**src/rtl/machine_pkg.sv**
```systemverilog
// Shared definitions for the Machine run-control front-end.
// Holds mode encodings, the controller state set and the default bus widths.
package machine_pkg;

  localparam int unsigned MACHINE_AW = 30;
  localparam int unsigned MACHINE_DW = 32;

  typedef enum logic [1:0] {
    MODE_HALT = 2'b00,
    MODE_RUN  = 2'b01,
    MODE_STEP = 2'b10,
    MODE_RSVD = 2'b11
  } mode_e;

  typedef enum logic [2:0] {
    ST_HALTED  = 3'd0,
    ST_EXEC    = 3'd1,
    ST_REQ     = 3'd2,
    ST_WAIT    = 3'd3,
    ST_ACK     = 3'd4,
    ST_FAULT   = 3'd5,
    ST_STOPPED = 3'd6
  } state_e;

  // Where to go once a step has completed.
  function automatic state_e step_next(input logic stop, input logic [1:0] mode);
    if (stop) return ST_STOPPED;
    if (mode == MODE_RUN) return ST_EXEC;
    return ST_HALTED;
  endfunction

endpackage

```
**src/rtl/machine_watchdog.sv**
```systemverilog
// Transaction watchdog: counts cycles spent in REQ/WAIT and flags the last
// permitted cycle so the controller can fault if nothing completes there.
module machine_watchdog #(
  parameter int unsigned TIMEOUT = 255
) (
  input  logic clk,
  input  logic rst_n,
  input  logic clear,
  input  logic enable,
  output logic expired_c
);

  localparam int unsigned CNTW = $clog2(TIMEOUT + 1);

  logic [CNTW-1:0] cnt;

  // Saturates at TIMEOUT so it can never wrap back into range.
  always_ff @(posedge clk or negedge rst_n) begin
    if (!rst_n) begin
      cnt <= '0;
    end else if (clear) begin
      cnt <= '0;
    end else if (enable && (cnt != CNTW'(TIMEOUT))) begin
      cnt <= cnt + CNTW'(1);
    end
  end

  // High during the TIMEOUT-th REQ/WAIT cycle of a transaction.
  assign expired_c = enable && (cnt >= CNTW'(TIMEOUT - 1));

endmodule

```
**src/rtl/machine_run_ctrl.sv**
```systemverilog
// Run control and RAM front-end for the Machine core: gates the step logic,
// forwards one memory transaction per step and reports status and step count.
module machine_run_ctrl
  import machine_pkg::*;
#(
  parameter int unsigned AW      = MACHINE_AW,
  parameter int unsigned DW      = MACHINE_DW,
  parameter int unsigned CW      = 32,
  parameter int unsigned TIMEOUT = 255
) (
  input  logic          system1000,
  input  logic          system1000_rstn,
  input  logic [1:0]    mode,
  input  logic          step_pulse,
  input  logic          fault_clr,
  input  logic          core_req_valid,
  input  logic          core_req_we,
  input  logic [AW-1:0] core_req_addr,
  input  logic [DW-1:0] core_req_wdata,
  input  logic          core_halt,
  output logic          core_en,
  output logic          core_ack,
  output logic [DW-1:0] core_rdata,
  output logic          ram_req,
  output logic          ram_we,
  output logic [AW-1:0] ram_addr,
  output logic [DW-1:0] ram_wdata,
  input  logic          ram_rdy,
  input  logic          ram_rvalid,
  input  logic [DW-1:0] ram_rdata,
  output logic          running,
  output logic          stopped,
  output logic          fault,
  output logic [CW-1:0] step_count
);

  state_e state_q, state_d;
  logic   pend_stop;
  logic   latch_req;
  logic   rdata_cap;
  logic   step_done;
  logic   wd_clear;
  logic   wd_enable;
  logic   wd_expired;

  machine_watchdog #(
    .TIMEOUT (TIMEOUT)
  ) u_watchdog (
    .clk       (system1000),
    .rst_n     (system1000_rstn),
    .clear     (wd_clear),
    .enable    (wd_enable),
    .expired_c (wd_expired)
  );

  always_ff @(posedge system1000 or negedge system1000_rstn) begin
    if (!system1000_rstn) state_q <= ST_HALTED;
    else                  state_q <= state_d;
  end

  always_comb begin
    state_d   = state_q;
    latch_req = 1'b0;
    rdata_cap = 1'b0;
    step_done = 1'b0;
    wd_clear  = 1'b0;
    wd_enable = 1'b0;
    case (state_q)
      ST_HALTED: begin
        if (mode == MODE_RUN) state_d = ST_EXEC;
        else if ((mode == MODE_STEP) && step_pulse) state_d = ST_EXEC;
      end
      ST_EXEC: begin
        if (core_req_valid) begin
          latch_req = 1'b1;
          wd_clear  = 1'b1;
          state_d   = ST_REQ;
        end else begin
          step_done = 1'b1;
          state_d   = step_next(core_halt, mode);
        end
      end
      ST_REQ: begin
        wd_enable = 1'b1;
        // A write accepted on the last permitted cycle still completes.
        if (ram_rdy && ram_we) state_d = ST_ACK;
        else if (wd_expired)   state_d = ST_FAULT;
        else if (ram_rdy)      state_d = ST_WAIT;
      end
      ST_WAIT: begin
        wd_enable = 1'b1;
        if (ram_rvalid) begin
          rdata_cap = 1'b1;
          state_d   = ST_ACK;
        end else if (wd_expired) begin
          state_d = ST_FAULT;
        end
      end
      ST_ACK: begin
        step_done = 1'b1;
        state_d   = step_next(pend_stop, mode);
      end
      ST_FAULT: begin
        if (fault_clr) state_d = ST_HALTED;
      end
      ST_STOPPED: state_d = ST_STOPPED;
      default:    state_d = ST_HALTED;
    endcase
  end

  // Status and strobes are registered from the next-state decode.
  always_ff @(posedge system1000 or negedge system1000_rstn) begin
    if (!system1000_rstn) begin
      core_en    <= 1'b0;
      core_ack   <= 1'b0;
      core_rdata <= '0;
      ram_req    <= 1'b0;
      ram_we     <= 1'b0;
      ram_addr   <= '0;
      ram_wdata  <= '0;
      running    <= 1'b0;
      stopped    <= 1'b0;
      fault      <= 1'b0;
      step_count <= '0;
      pend_stop  <= 1'b0;
    end else begin
      core_en  <= (state_d == ST_EXEC);
      core_ack <= (state_d == ST_ACK);
      ram_req  <= (state_d == ST_REQ);
      running  <= (state_d inside {ST_EXEC, ST_REQ, ST_WAIT, ST_ACK});
      stopped  <= (state_d == ST_STOPPED);
      fault    <= (state_d == ST_FAULT);
      if (latch_req) begin
        ram_we    <= core_req_we;
        ram_addr  <= core_req_addr;
        ram_wdata <= core_req_wdata;
        pend_stop <= core_halt;
      end
      if (rdata_cap) core_rdata <= ram_rdata;
      if (step_done && (step_count != {CW{1'b1}})) step_count <= step_count + CW'(1);
    end
  end

endmodule

```
**config.mk**
```make
export PLATFORM = sky130hd
export DESIGN_NAME = machine_run_ctrl
export DESIGN_NICKNAME = d
export VERILOG_FILES = /design/src/rtl/machine_pkg.sv /design/src/rtl/machine_watchdog.sv /design/src/rtl/machine_run_ctrl.sv
export SDC_FILE = /design/constraint.sdc
export NUM_CORES = 1
export LEC_CHECK = 0
export ABC_AREA = 1
export BUFFER_PORTS_ARGS = -buffer_cell sky130_fd_sc_hd__buf_4
export CORE_MARGIN = 5
export CORE_UTILIZATION = 47
export CTS_BUF_LIST = sky130_fd_sc_hd__clkbuf_2 sky130_fd_sc_hd__clkbuf_4 sky130_fd_sc_hd__clkbuf_8
export CTS_CLUSTER_DIAMETER = 80
export DETAILED_ROUTE_END_ITERATION = 16
export GPL_TIMING_DRIVEN = 1
export PLACE_DENSITY = 0.79
export SKIP_LAST_GASP = 1
export SYNTH_ARGS = -nofsm -noshare
export SYNTH_HDL_FRONTEND = slang
export SYNTH_SLANG_ARGS = --single-unit
```
**constraint.sdc**
```tcl
create_clock -name system1000 -period 1.6 [get_ports system1000]
set_clock_uncertainty 0.1 [all_clocks]
set_input_delay 0 -clock system1000 [delete_from_list [all_inputs] [get_ports system1000]]
set_output_delay 0 -clock system1000 [all_outputs]
set_load 0.01 [all_outputs]
```
==> metrics.txt <==
post-route design area between 0.01 and 0.015 mm2; Pre-Repair DR Iteration Count 7; startpoint types flop; Final Non-Filler Cells 1418; WS Path Type reg -> reg; Iter 0 DRT Violations 863; Final Hold Viols 0; fin nets 1335; P&R area growth vs syn 68.07%; Mapped Cells just under 800; core area 0.01388 mm2; Util after Layout 80.76%; CTS buffer count 17; CTS Buffer Depth 2; max_cap viols 0; Worst-Margin Slew roughly 300 ps; # fillers 738; synthesized flop and latch total 145; CP Buf/Inv Count 2; die width between 100 and 150 um; Port Buffers 237; first-pass GRT wire length roughly 40000 um; Leak between 6 and 7 nW; Critical Path Max Stage Delay 430 ps; Die Ht 129.1 um; gpl congestion ~0.87; H-tree depth 4; delay-heaviest family, CP simple AND/OR/NAND/NOR gates; DP HPWL 14490 um; RSZ-0062 raised after global routing true; worst-path fanout max 5; overall routing resource usage 30.90%; synthesized area 0.006670 mm2; Post-DP Area 0.009165 mm2; largest net degree at the start of global routing 44; Setup WS post-layout -230.7 ps; Initial Utilization 48.05%; initial antenna violation count 1; fin crit share 114.4%; vias in the first global route 7737; min Tclk post-route 1831 ps; vias per cell about 5.5; CTS tree yes; vias 7816; failing checks setup timing; Worst EP arrival 2100 ps; Syn Nets 889; main flop type after synthesis dfrtp_1; peak supply drop 0.5110 mV; Final Max Slew Viols 0; die area 0.01667 mm2; nature of the critical path endpoint flop; Slew Limit Headroom 79.83%; number of antenna-violating nets in the routed design 0; layout cell share with drive strength beyond 1 38.97%; clk root buf clkbuf_8; HP Class in -> reg; TritonCTS Sinks 145; Routed wire per std cell 20.42 um; Slowest cell on crit path dfrtp_2; Critical Path Most Common Cell nand2_1; number of flops mapped to enable cells by yosys 0; worst skew pair latency 460 ps; YS warnings 0; Post-route DRC 0; status complete, but fails checks; CP required 1870 ps; post-synthesis cell type count 30; GRT Residual Overflow 0; asr flop ratio synth 100.0%; Worst-path clk slew roughly 90 ps; Ports 238; Pwr Density between 600 and 700 mW/mm2; final wirelength 28960 um; dpl cells approximately 1200; syn avg cell area 8.541 um2; CP Cell Sequence buf_4 > nand2_2 > nor2_2 > nand2_1 > nand2_1 > a21oi_4 > buf_6 > nand2_4 > nor2_1; sequential area share after synthesis 54.40%; # setup viols final 84; Setup TNS Final -6425 ps; row cnt 43; Fmax 546.2 MHz
==> final timing paths <==
path / start / endpoint / slack [ps] / depth (start not counted)
min in group asynchronous: system1000_rstn / ram_wdata[14]$_DFFE_PN0P_ / 540 / 4
worst min-delay path: core_req_wdata[14] / ram_wdata[14]$_DFFE_PN0P_ / 180 / 4
worst min register to register: ram_wdata[16]$_DFFE_PN0P_ / ram_wdata[16]$_DFFE_PN0P_ / 390 / 2
worst max-delay path: state_q[0]$_DFF_PN0_ / core_en$_DFF_PN0_ / -230 / 9
max in group asynchronous: system1000_rstn / ram_wdata[24]$_DFFE_PN0P_ / 560 / 4
worst max register to register: state_q[0]$_DFF_PN0_ / core_en$_DFF_PN0_ / -230 / 9
==> synthesized netlist by cell type, types with 6 or more instances <==
cell / n / area (um2)
nor2_1: 65 / 244.0
inv_1: 36 / 135.1
xor2_1: 14 / 122.6
nand4_1: 7 / 43.79
nand2_1: 386 / 1449
buf_6: 8 / 90.09
xnor2_1: 11 / 96.34
nand3_1: 16 / 80.08
dfrtp_1: 145 / 3628
mux2_2: 32 / 360.4
buf_4: 6 / 45.04
o21ai_0: 9 / 45.04
==> state kept, by name, indices dropped and copies added (netlist names), 3 cells and up <==
signal / cells
step_count: 32
ram_addr: 30
core_rdata: 32
u_watchdog.cnt: 8
ram_wdata: 32
state_q: 3
==> placed cells by master, fill, tap and decap left out, drive strengths merged, types with 4 or more instances in the layout <==
master       synthesis  final
inv                 39     41
clkbuf               5     22
nor3                 8      8
nand3               16     16
clkinv               0      4
xnor2               11     11
clkinvlp             0      4
buf                 17    338
xor2                14     14
nand2              392    393
dlygate4sd3          0    105
nand4                7      7
mux2                32     32
nor2                70     70
o21ai               14     14
dfrtp              145    145
==> cell families after synthesis <==
kind of cell / share of synthesized area [%]
mux: 5.402
flops: 54.40
compound gates: 1.388
simple gates: 30.20
xor+xnor: 3.283
fa+ha+maj: 0.5628
buf+inv: 4.765
==> area by class of cell <==
cell class,count,area (um2),share of cell area [%]
diodes,1,2.502,0.02232
clock buffers,19,261.5,2.333
clock inverters,10,113.9,1.016
inverters,39,161.4,1.440
multi-input cells,576,2945,26.27
flip-flops and latches,145,3635,32.42
well taps,180,225.2,2.009
repair buffers,446,3846,34.31
repair inverters,2,20.02,0.1786
==> routing by layer <==
metal	wire length (um)	track usage, %	vias to the layer above
met3	3048	8.821	150
met5	0	0	-
met4	1636	15.50	0
li1	-	-	3318
met1	9801	34.80	3730
met2	14480	53.63	618
==> through the flow <==
stage | hold WS (ps) | setup slack (ps) | power, mW
finish | 182.2 | -230.7 | 7.117
detailed placement | -193.4 | -86.19 | 4.036
CTS | 156.1 | -53.73 | 7.049
floorplan | -395.6 | -106.5 | 3.743
global route | 192.3 | -233.8 | 7.311
global placement | -190.2 | -21.11 | 4.030
==> tightest hold or removal path, cell delays in order <==
cell and delay (ps):
dlygate4sd3_1 520, buf_4 100, nand2_1 40, nand2_1 50
==> what timing repair did <==
item,4_1_cts,5_1_grt
pin swaps,4,27
endpoints found under the hold margin,256,0
cloned,5,3
hold buffers,106,0
buffers inserted,10,16
setup endpoints to repair,36,142
resized for setup,14,70
==> power by group <==
part           internal, mW  leakage, nW  switching (mW)
logic                 0.350         3.93           0.208
registers              3.66         1.98               0
clock network          1.43        0.181            1.47
total                  5.44         6.09            1.67
Note: power is estimated with default switching activity, not from simulation.
